<file path="src/rtl/instr_fetch.sv">
// Instruction fetch unit: credit-limited memory requests, in-order response FIFO, redirect flush.
// Optional macro IF_MISALIGN_CHECK_EN: misaligned redirect sets sticky misalign and halts fetch.
module instr_fetch #(
    parameter logic [31:0] RESET_PC = 32'h0000_0000,
    parameter int unsigned DEPTH    = 2
) (
    input  logic        clk,
    input  logic        rst_n,
    output logic        imem_req_valid,
    input  logic        imem_req_ready,
    output logic [31:0] imem_req_addr,
    input  logic        imem_rsp_valid,
    input  logic [31:0] imem_rsp_data,
    input  logic        redirect_valid,
    input  logic [31:0] redirect_pc,
    output logic        instr_valid,
    input  logic        instr_ready,
    output logic [31:0] instr,
    output logic [31:0] instr_pc,
    output logic        misalign
);
    localparam int unsigned PW = $clog2(DEPTH);
    localparam int unsigned CW = $clog2(DEPTH + 1);
    localparam logic [CW:0] CREDIT = (CW + 1)'(DEPTH);

    typedef enum logic {RUN, HALT} state_t;

    state_t          state, state_n;
    logic [31:0]     next_pc, next_pc_n;
    logic [CW-1:0]   out_cnt, out_n, drop_cnt, drop_n, occ, occ_n;
    logic [PW-1:0]   rd_ptr, rd_n, wr_ptr, wr_n;
    logic [31:0]     pc_mem  [DEPTH];
    logic [31:0]     ins_mem [DEPTH];
    logic            req_ok, req_ok_n;
    logic            req_fire, rsp_take, rsp_keep, pop, bad;
    logic [31:0]     tgt, pend, rsp_pc;

`ifdef IF_MISALIGN_CHECK_EN
    logic misalign_q;
    assign tgt      = redirect_pc;
    assign bad      = redirect_valid && (redirect_pc[1:0] != 2'b00);
    assign misalign = misalign_q;

    always_ff @(posedge clk or negedge rst_n) begin
        if (!rst_n)
            misalign_q <= 1'b0;
        else if (bad)
            misalign_q <= 1'b1;
    end
`else
    assign tgt      = redirect_pc & 32'hFFFF_FFFC;
    assign bad      = 1'b0;
    assign misalign = 1'b0;
`endif

    assign imem_req_valid = req_ok && !redirect_valid;
    assign imem_req_addr  = next_pc;
    assign req_fire       = imem_req_valid && imem_req_ready;
    // Ignore responses with nothing outstanding (e.g. left over from before a reset).
    assign rsp_take       = imem_rsp_valid && (out_cnt != '0);
    assign rsp_keep       = rsp_take && (drop_cnt == '0) && (state == RUN);
    assign pop            = instr_valid && instr_ready && !redirect_valid;

    // Kept requests since the last redirect are contiguous, so the oldest one sits
    // (out_cnt - drop_cnt) words behind next_pc.
    assign pend   = 32'(out_cnt - drop_cnt);
    assign rsp_pc = next_pc - (pend << 2);

    assign instr_valid = (occ != '0);
    assign instr       = ins_mem[rd_ptr];
    assign instr_pc    = pc_mem[rd_ptr];

    always_comb begin
        state_n   = state;
        next_pc_n = next_pc;
        out_n     = out_cnt;
        drop_n    = drop_cnt;
        occ_n     = occ;
        rd_n      = rd_ptr;
        wr_n      = wr_ptr;
        if (req_fire) begin
            next_pc_n = next_pc + 32'd4;
            out_n     = out_n + CW'(1);
        end
        if (rsp_take) begin
            out_n = out_n - CW'(1);
            if (drop_cnt != '0)
                drop_n = drop_cnt - CW'(1);
        end
        if (rsp_keep) begin
            wr_n  = wr_ptr + PW'(1);
            occ_n = occ_n + CW'(1);
        end
        if (pop) begin
            rd_n  = rd_ptr + PW'(1);
            occ_n = occ_n - CW'(1);
        end
        if (redirect_valid) begin
            occ_n     = '0;
            rd_n      = '0;
            wr_n      = '0;
            drop_n    = out_n;
            next_pc_n = tgt;
            if (bad)
                state_n = HALT;
        end
        req_ok_n = (state_n == RUN) && (({1'b0, occ_n} + {1'b0, out_n}) < CREDIT);
    end

    always_ff @(posedge clk or negedge rst_n) begin
        if (!rst_n) begin
            state    <= RUN;
            next_pc  <= RESET_PC;
            out_cnt  <= '0;
            drop_cnt <= '0;
            occ      <= '0;
            rd_ptr   <= '0;
            wr_ptr   <= '0;
            req_ok   <= 1'b0;
            for (int unsigned i = 0; i < DEPTH; i++) begin
                pc_mem[i]  <= '0;
                ins_mem[i] <= '0;
            end
        end else begin
            state    <= state_n;
            next_pc  <= next_pc_n;
            out_cnt  <= out_n;
            drop_cnt <= drop_n;
            occ      <= occ_n;
            rd_ptr   <= rd_n;
            wr_ptr   <= wr_n;
            req_ok   <= req_ok_n;
            if (rsp_keep) begin
                pc_mem[wr_ptr]  <= rsp_pc;
                ins_mem[wr_ptr] <= imem_rsp_data;
            end
        end
    end
endmodule

</file>
<file path="config.mk">
export PLATFORM = sky130hd
export DESIGN_NAME = instr_fetch
export DESIGN_NICKNAME = d
export VERILOG_FILES = /design/src/rtl/instr_fetch.sv
export SDC_FILE = /design/constraint.sdc
export NUM_CORES = 1
export LEC_CHECK = 0
export BUFFER_PORTS_ARGS = -buffer_cell sky130_fd_sc_hd__buf_4
export CORE_UTILIZATION = 33
export DETAILED_ROUTE_END_ITERATION = 10
export SETUP_SLACK_MARGIN = 0.2
export SYNTH_ARGS = -nofsm -noshare
export SYNTH_HDL_FRONTEND = slang
export SYNTH_SLANG_ARGS = --single-unit
</file>
<file path="constraint.sdc">
create_clock -name clk -period 4.59 [get_ports clk]
set_input_delay 0.459 -clock clk [delete_from_list [all_inputs] [get_ports clk]]
set_output_delay 0.459 -clock clk [all_outputs]
set_load 0.005 [all_outputs]
</file>
# After elaboration in Yosys (flattened, before gate mapping)
# Index checks and enable logic that the tools add are counted.
dict set report totals {
  out_inout_bits 99
  in_bits 70
  regBits 169
}
dict set report classes {
  add_sub_neg 11
  n_reduce_logical 18
  muxes 24
  bitwise_logic 2
  order_cmp 4
}
# cell n
set ops {}
lappend ops {{two-way mux 32 bit} 9}
lappend ops {{bitwise mux 64 bit} 2}
lappend ops {{adder 32 x 3 -> 32 bit (second input constant)} 1}
lappend ops {{demux 32 bit (select 1 bit)} 1}
lappend ops {{subtractor 32 bit} 1}
lappend ops {{two-way mux 2 bit} 8}
lappend ops {{nonzero test 2 bit} 8}
lappend ops {{logical AND 1 bit} 7}
lappend ops {{subtractor 2 x 1 -> 2 bit (second input constant)} 3}
lappend ops {{adder 2 x 1 -> 2 bit (second input constant)} 2}
lappend ops {{greater-or-equal comparator 2 bit (second input constant)} 2}
lappend ops {{two-way mux 1 bit} 4}
lappend ops {{inverter 1 -> 2 bit} 2}
lappend ops {{adder 2 x 2 -> 3 bit} 1}
lappend ops {{less-than comparator 3 x 2 -> 1 bit (second input constant)} 1}
lappend ops {{subtractor 2 x 2 -> 3 bit} 1}
lappend ops {{adder 1 bit (second input constant)} 2}
lappend ops {{zero test 2 bit} 1}
lappend ops {{less-than comparator 2 x 1 -> 1 bit (second input constant)} 1}
lappend ops {{AND reduction 2 bit} 1}
lappend ops {{zero test 1 bit} 1}

# Depth between registers and ports, before layout
dict set report depth {
  word_depth 9
  mapped_depth 12
  depth_no_buf 12
}

# Worst setup path before layout
# No wires, ideal clock.
dict set report synth_timing {
  path_kind {register -> register}
  start {register out_cnt[0]}
  end {register pc_mem[28] (netlist bit)}
  path_slack_ns 1.249
  stages_incl_launch_ff 12
  setup_ns 0.122
  arrival_ns 3.220
  required_time_ns 4.468
  path_cell_list {dfrtp_1 inv_1 ha_1 inv_1 fa_1 ha_1 a211oi_1 o21bai_1 a211o_1 o211ai_1 mux2i_1 nand2_1}
}
dict set report synth_via {
  elab_chain_cells 3
}
# item line_no
set synth_lines {}
lappend synth_lines {{from (decl)} 30} ;# logic [CW-1:0] out_cnt, out_n, drop_cnt, drop_n, occ, occ_n;
lappend synth_lines {{from (signal assigned)} 127} ;# out_cnt <= out_n;
lappend synth_lines {{subtractor 2 x 2 -> 3 bit / nonzero test 2 bit (equally long branches)} {66, 60}}
lappend synth_lines {{subtractor 32 bit / logical AND 1 bit (equally long branches)} {67, 60}}
lappend synth_lines {{bitwise mux 64 bit / logical AND 1 bit (equally long branches)} {134, 61}}
lappend synth_lines {{to (signal, indexed assignment)} 134} ;# pc_mem[wr_ptr] <= rsp_pc;
lappend synth_lines {{to (decl)} 32} ;# logic [31:0] pc_mem [DEPTH];
# Several ways; a longest one is shown, not always the timed one.
# A chain may end at the register's enable or synchronous reset.

# Worst setup path in the final report
dict set report layout_timing {
  start {register out_cnt[0]}
  end {register pc_mem[22] (netlist bit)}
}
# The elaborated chain is that of the path after synthesis.

==> summary.md <==
| Metric | Value |
|---|---|
| Clock Skew | `~0.010 ns` |
| CP Max Fanout | `19` |
| H-Tree Depth | `4` |
| Max transition margin | `26.0%` |
| Postcts setup bufs | `0` |
| Cells after Synth | `1087` |
| Final Cycle Share | `79.1%` |
| R2r startpoint | `out_cnt[0]` |
| Global-route wire length before repair | `40000 um` |
| Vias per cell | `4.96` |
| Die H | `172 um` |
| Drt first pass iters | `4` |
| Clock Tree Buf Depth | `2` |
| Clock slew at reported path FFs | `~0.070 ns` |
| Area Growth Syn to Fin | `22.1%` |
| Multiplexer share of the synthesized area | `8.24%` |
| GRT Total Usage | `17.3%` |
| Clk_lat worst skew | `0.43 ns` |
| XOR/XNOR share of the synthesized area | `4.48%` |
| Pins Over Slew Limit | `0` |
| Sequential share of the synthesized area | `roughly 43%` |
| Setup crit end kind | `register` |
| DR iter-0 viols | `442` |
| DR DRC count | `0` |
| Req. time, crit path | `4.87 ns` |
| Synth area leader | `dfrtp_1` |
| Post-route ant nets | `0` |
| Status | `finished clean` |
| Clock Sinks | `163` |
| Synth unique cells | `66` |
| Clk root buf | `clkbuf_16` |
| Core footprint | `between 20000 and 30000 sq um` |
| Util after Layout | `between 40% and 50%` |
| Top post-synthesis cells by count | `316 x nand2_1, 163 x dfrtp_1, 74 x o21ai_0` |
| Worst path arrival time | `3.90 ns` |
| Post-synthesis compound-gate area fraction | `13.0%` |
| Cell Area, Placed | `11100 sq um` |
| Post-cts sizing count | `0` |
| Inserted Clock Buffers | `17` |
| Largest cells by area after synthesis | `dfrtp_1 43%, nand2_1 12%, mux2_2 7.4%` |
| Setup Viol. Count Final | `0` |
| Unrepaired setup endpoints after global routing | `false` |
| Number of global-route vias before repair | `7507` |
| Async set-or-reset flop fraction in the synthesized netlist | `between 90% and 100%` |
| Start point of the critical path | `out_cnt[0]` |
| Die footprint | `29700 sq um` |
| # port buffers | `161` |
| N_diodes | `0` |
| Class of the worst hold path | `input port to asynchronous set/reset pin` |
| Post-route cell area | `11700 sq um` |
| Synth Area in Adders | `under 10%` |
| Nets@finish | `~1300` |
| Share of the synthesized area in the top cell type | `42.6%` |
| Fin. Hold Viols | `0` |
| Syn avg cell area | `8.82 sq um` |
| Ys flop type | `dfrtp_1` |
| Initial Util | `about 33%` |
| F_max | `between 0.2 and 0.3 GHz` |
| Synth warn | `0` |
| Largest family of logic cells by synthesized area | `simple AND/OR/NAND/NOR gates` |
| Grt total ovfl | `0` |
| Register bit total from synthesis | `163` |
| Die Width | `172 um` |
| DR WL/cell | `15.7 um` |
| Via Count | `between 8000 and 9000` |
| Initial antenna violation count | `0` |
| Maximum vdd ir drop | `around 0.31 mV` |
| Hold WS | `0.0418 ns` |
| Worst-Margin Slew | `1.11 ns` |
| Most common cell in the synthesized netlist | `nand2_1` |
| Hold-fix buffers, CTS | `0` |
| Sum Neg Setup Slack | `0 ns` |
| Max-Cap Viols | `0` |
| Post-DP HPWL | `17300 um` |
| Fill count | `2842` |
| PD cells | `702 nW/um^2` |
| Setup CP Type | `register to register` |
| Leakage power | `5.59 nW` |
| Mapped cell area | `9580 sq um` |
| CTS tree | `yes` |
| Overall power | `0.00821 W` |
| RD Place Congestion | `~0.84` |
| Critical Path Source Type | `register` |
| Final wirelength | `roughly 25000 um` |
| Post-synth EDFFs | `0` |
| Min Tclk post-route | `3.63 ns` |
| Total I/O pin count | `169` |
| Fraction of layout cells with a size suffix above 1 | `a little under a quarter` |
| Post-Synth Simple-Gate Area | `22.7%` |
| Row cnt | `62` |
| Largest net degree at the start of global routing | `97` |
## worst paths after layout
| check | slack, ns | end | cells after the start |
|---|---|---|---|
| worst max register to register | 0.96 | pc_mem[22] | 12 |
| max in group asynchronous | 3.64 | ins_mem[42] | 2 |
| worst min register to register | 0.47 | ins_mem[24] | 2 |
| min in group clk | 0.23 | ins_mem[22] | 3 |
| worst max-delay path | 0.96 | pc_mem[22] | 12 |
| worst min-delay path | 0.04 | imem_req_addr[2] | 1 |
## state kept, by name (all words and copies together) (netlist names)
register       flops
imem_req_addr     30
occ                2
wr_ptr             1
rd_ptr             1
pc_mem            60
out_cnt            2
req_ok             1
ins_mem           64
drop_cnt           2
## per-stage QoR
step | instances | setup slack [ns]
after global placement | 1582 | 1.05
final | 1613 | 0.961
after global routing | 1613 | 0.594
after floorplan | 1091 | 1.25
after CTS | 1613 | 0.966
after detailed placement | 1582 | 0.986
## power breakdown
part,internal (W),switching (W),leakage (nW)
combinational,0.00193,0.00254,3.24
clock,0.000859,0.000589,0.283
sequential,0.00196,0.000329,2.07
total,0.00476,0.00346,5.59
## cells in the final DEF, fill, tap and decap left out, types with 10 or more instances in the layout
cell         n
mux2_2      63
ha_1        38
nor2_1      46
clkbuf_16   17
nand4_1     20
buf_4      164
xor2_1      26
a211oi_1    11
xnor2_1     23
and2_1      10
a21o_1      15
nand2_1    315
a21oi_1     32
nor3_1      14
nand3_1     29
o21ai_0     74
dfrtp_1    162
inv_1       19
## cells by family (layout without fill, tap and decap cells)
| logic type | Yosys count | in the layout |
|---|---|---|
| AOI/OAI and AO/OA | 195 | 195 |
| and+or+nand+nor | 489 | 489 |
| other | 1 | 5 |
| muxes | 71 | 71 |
| adders and majority gates | 41 | 41 |
| DFF | 163 | 163 |
| xor gates and xnor gates | 49 | 49 |
| buffers and inverters | 78 | 216 |
## worst max-delay path, stage by stage, from the launching register on
cell     delay (ns)
dfrtp_1        0.40
inv_1          0.13
ha_1           0.16
inv_1          0.04
fa_1           0.61
buf_4          0.32
ha_1           0.43
nand4_1        0.25
nor4_2         0.41
nor3_2         0.12
a31oi_4        0.28
xnor2_1        0.23
o21ai_1        0.09
## metal layers
metal / GRT usage [%] / part of all wire, %
met4: 5.23 / 1.4
met5: 0 / 0
met1: 24.9 / 50
met3: 2.91 / 3.9
met2: 26.3 / 45
## final cells by class
cell class	instances	area, sq um	area share [%]
multi-input combinational	850	5220	44.6
sequential	163	4080	34.9
timing repair buffer	166	1260	10.8
clock buffer	24	492	4.20
tap	384	480	4.10
clock inverter	7	97.6	0.834
inverter	19	71.3	0.609
No activity file was read; power rests on OpenSTA's default activity.
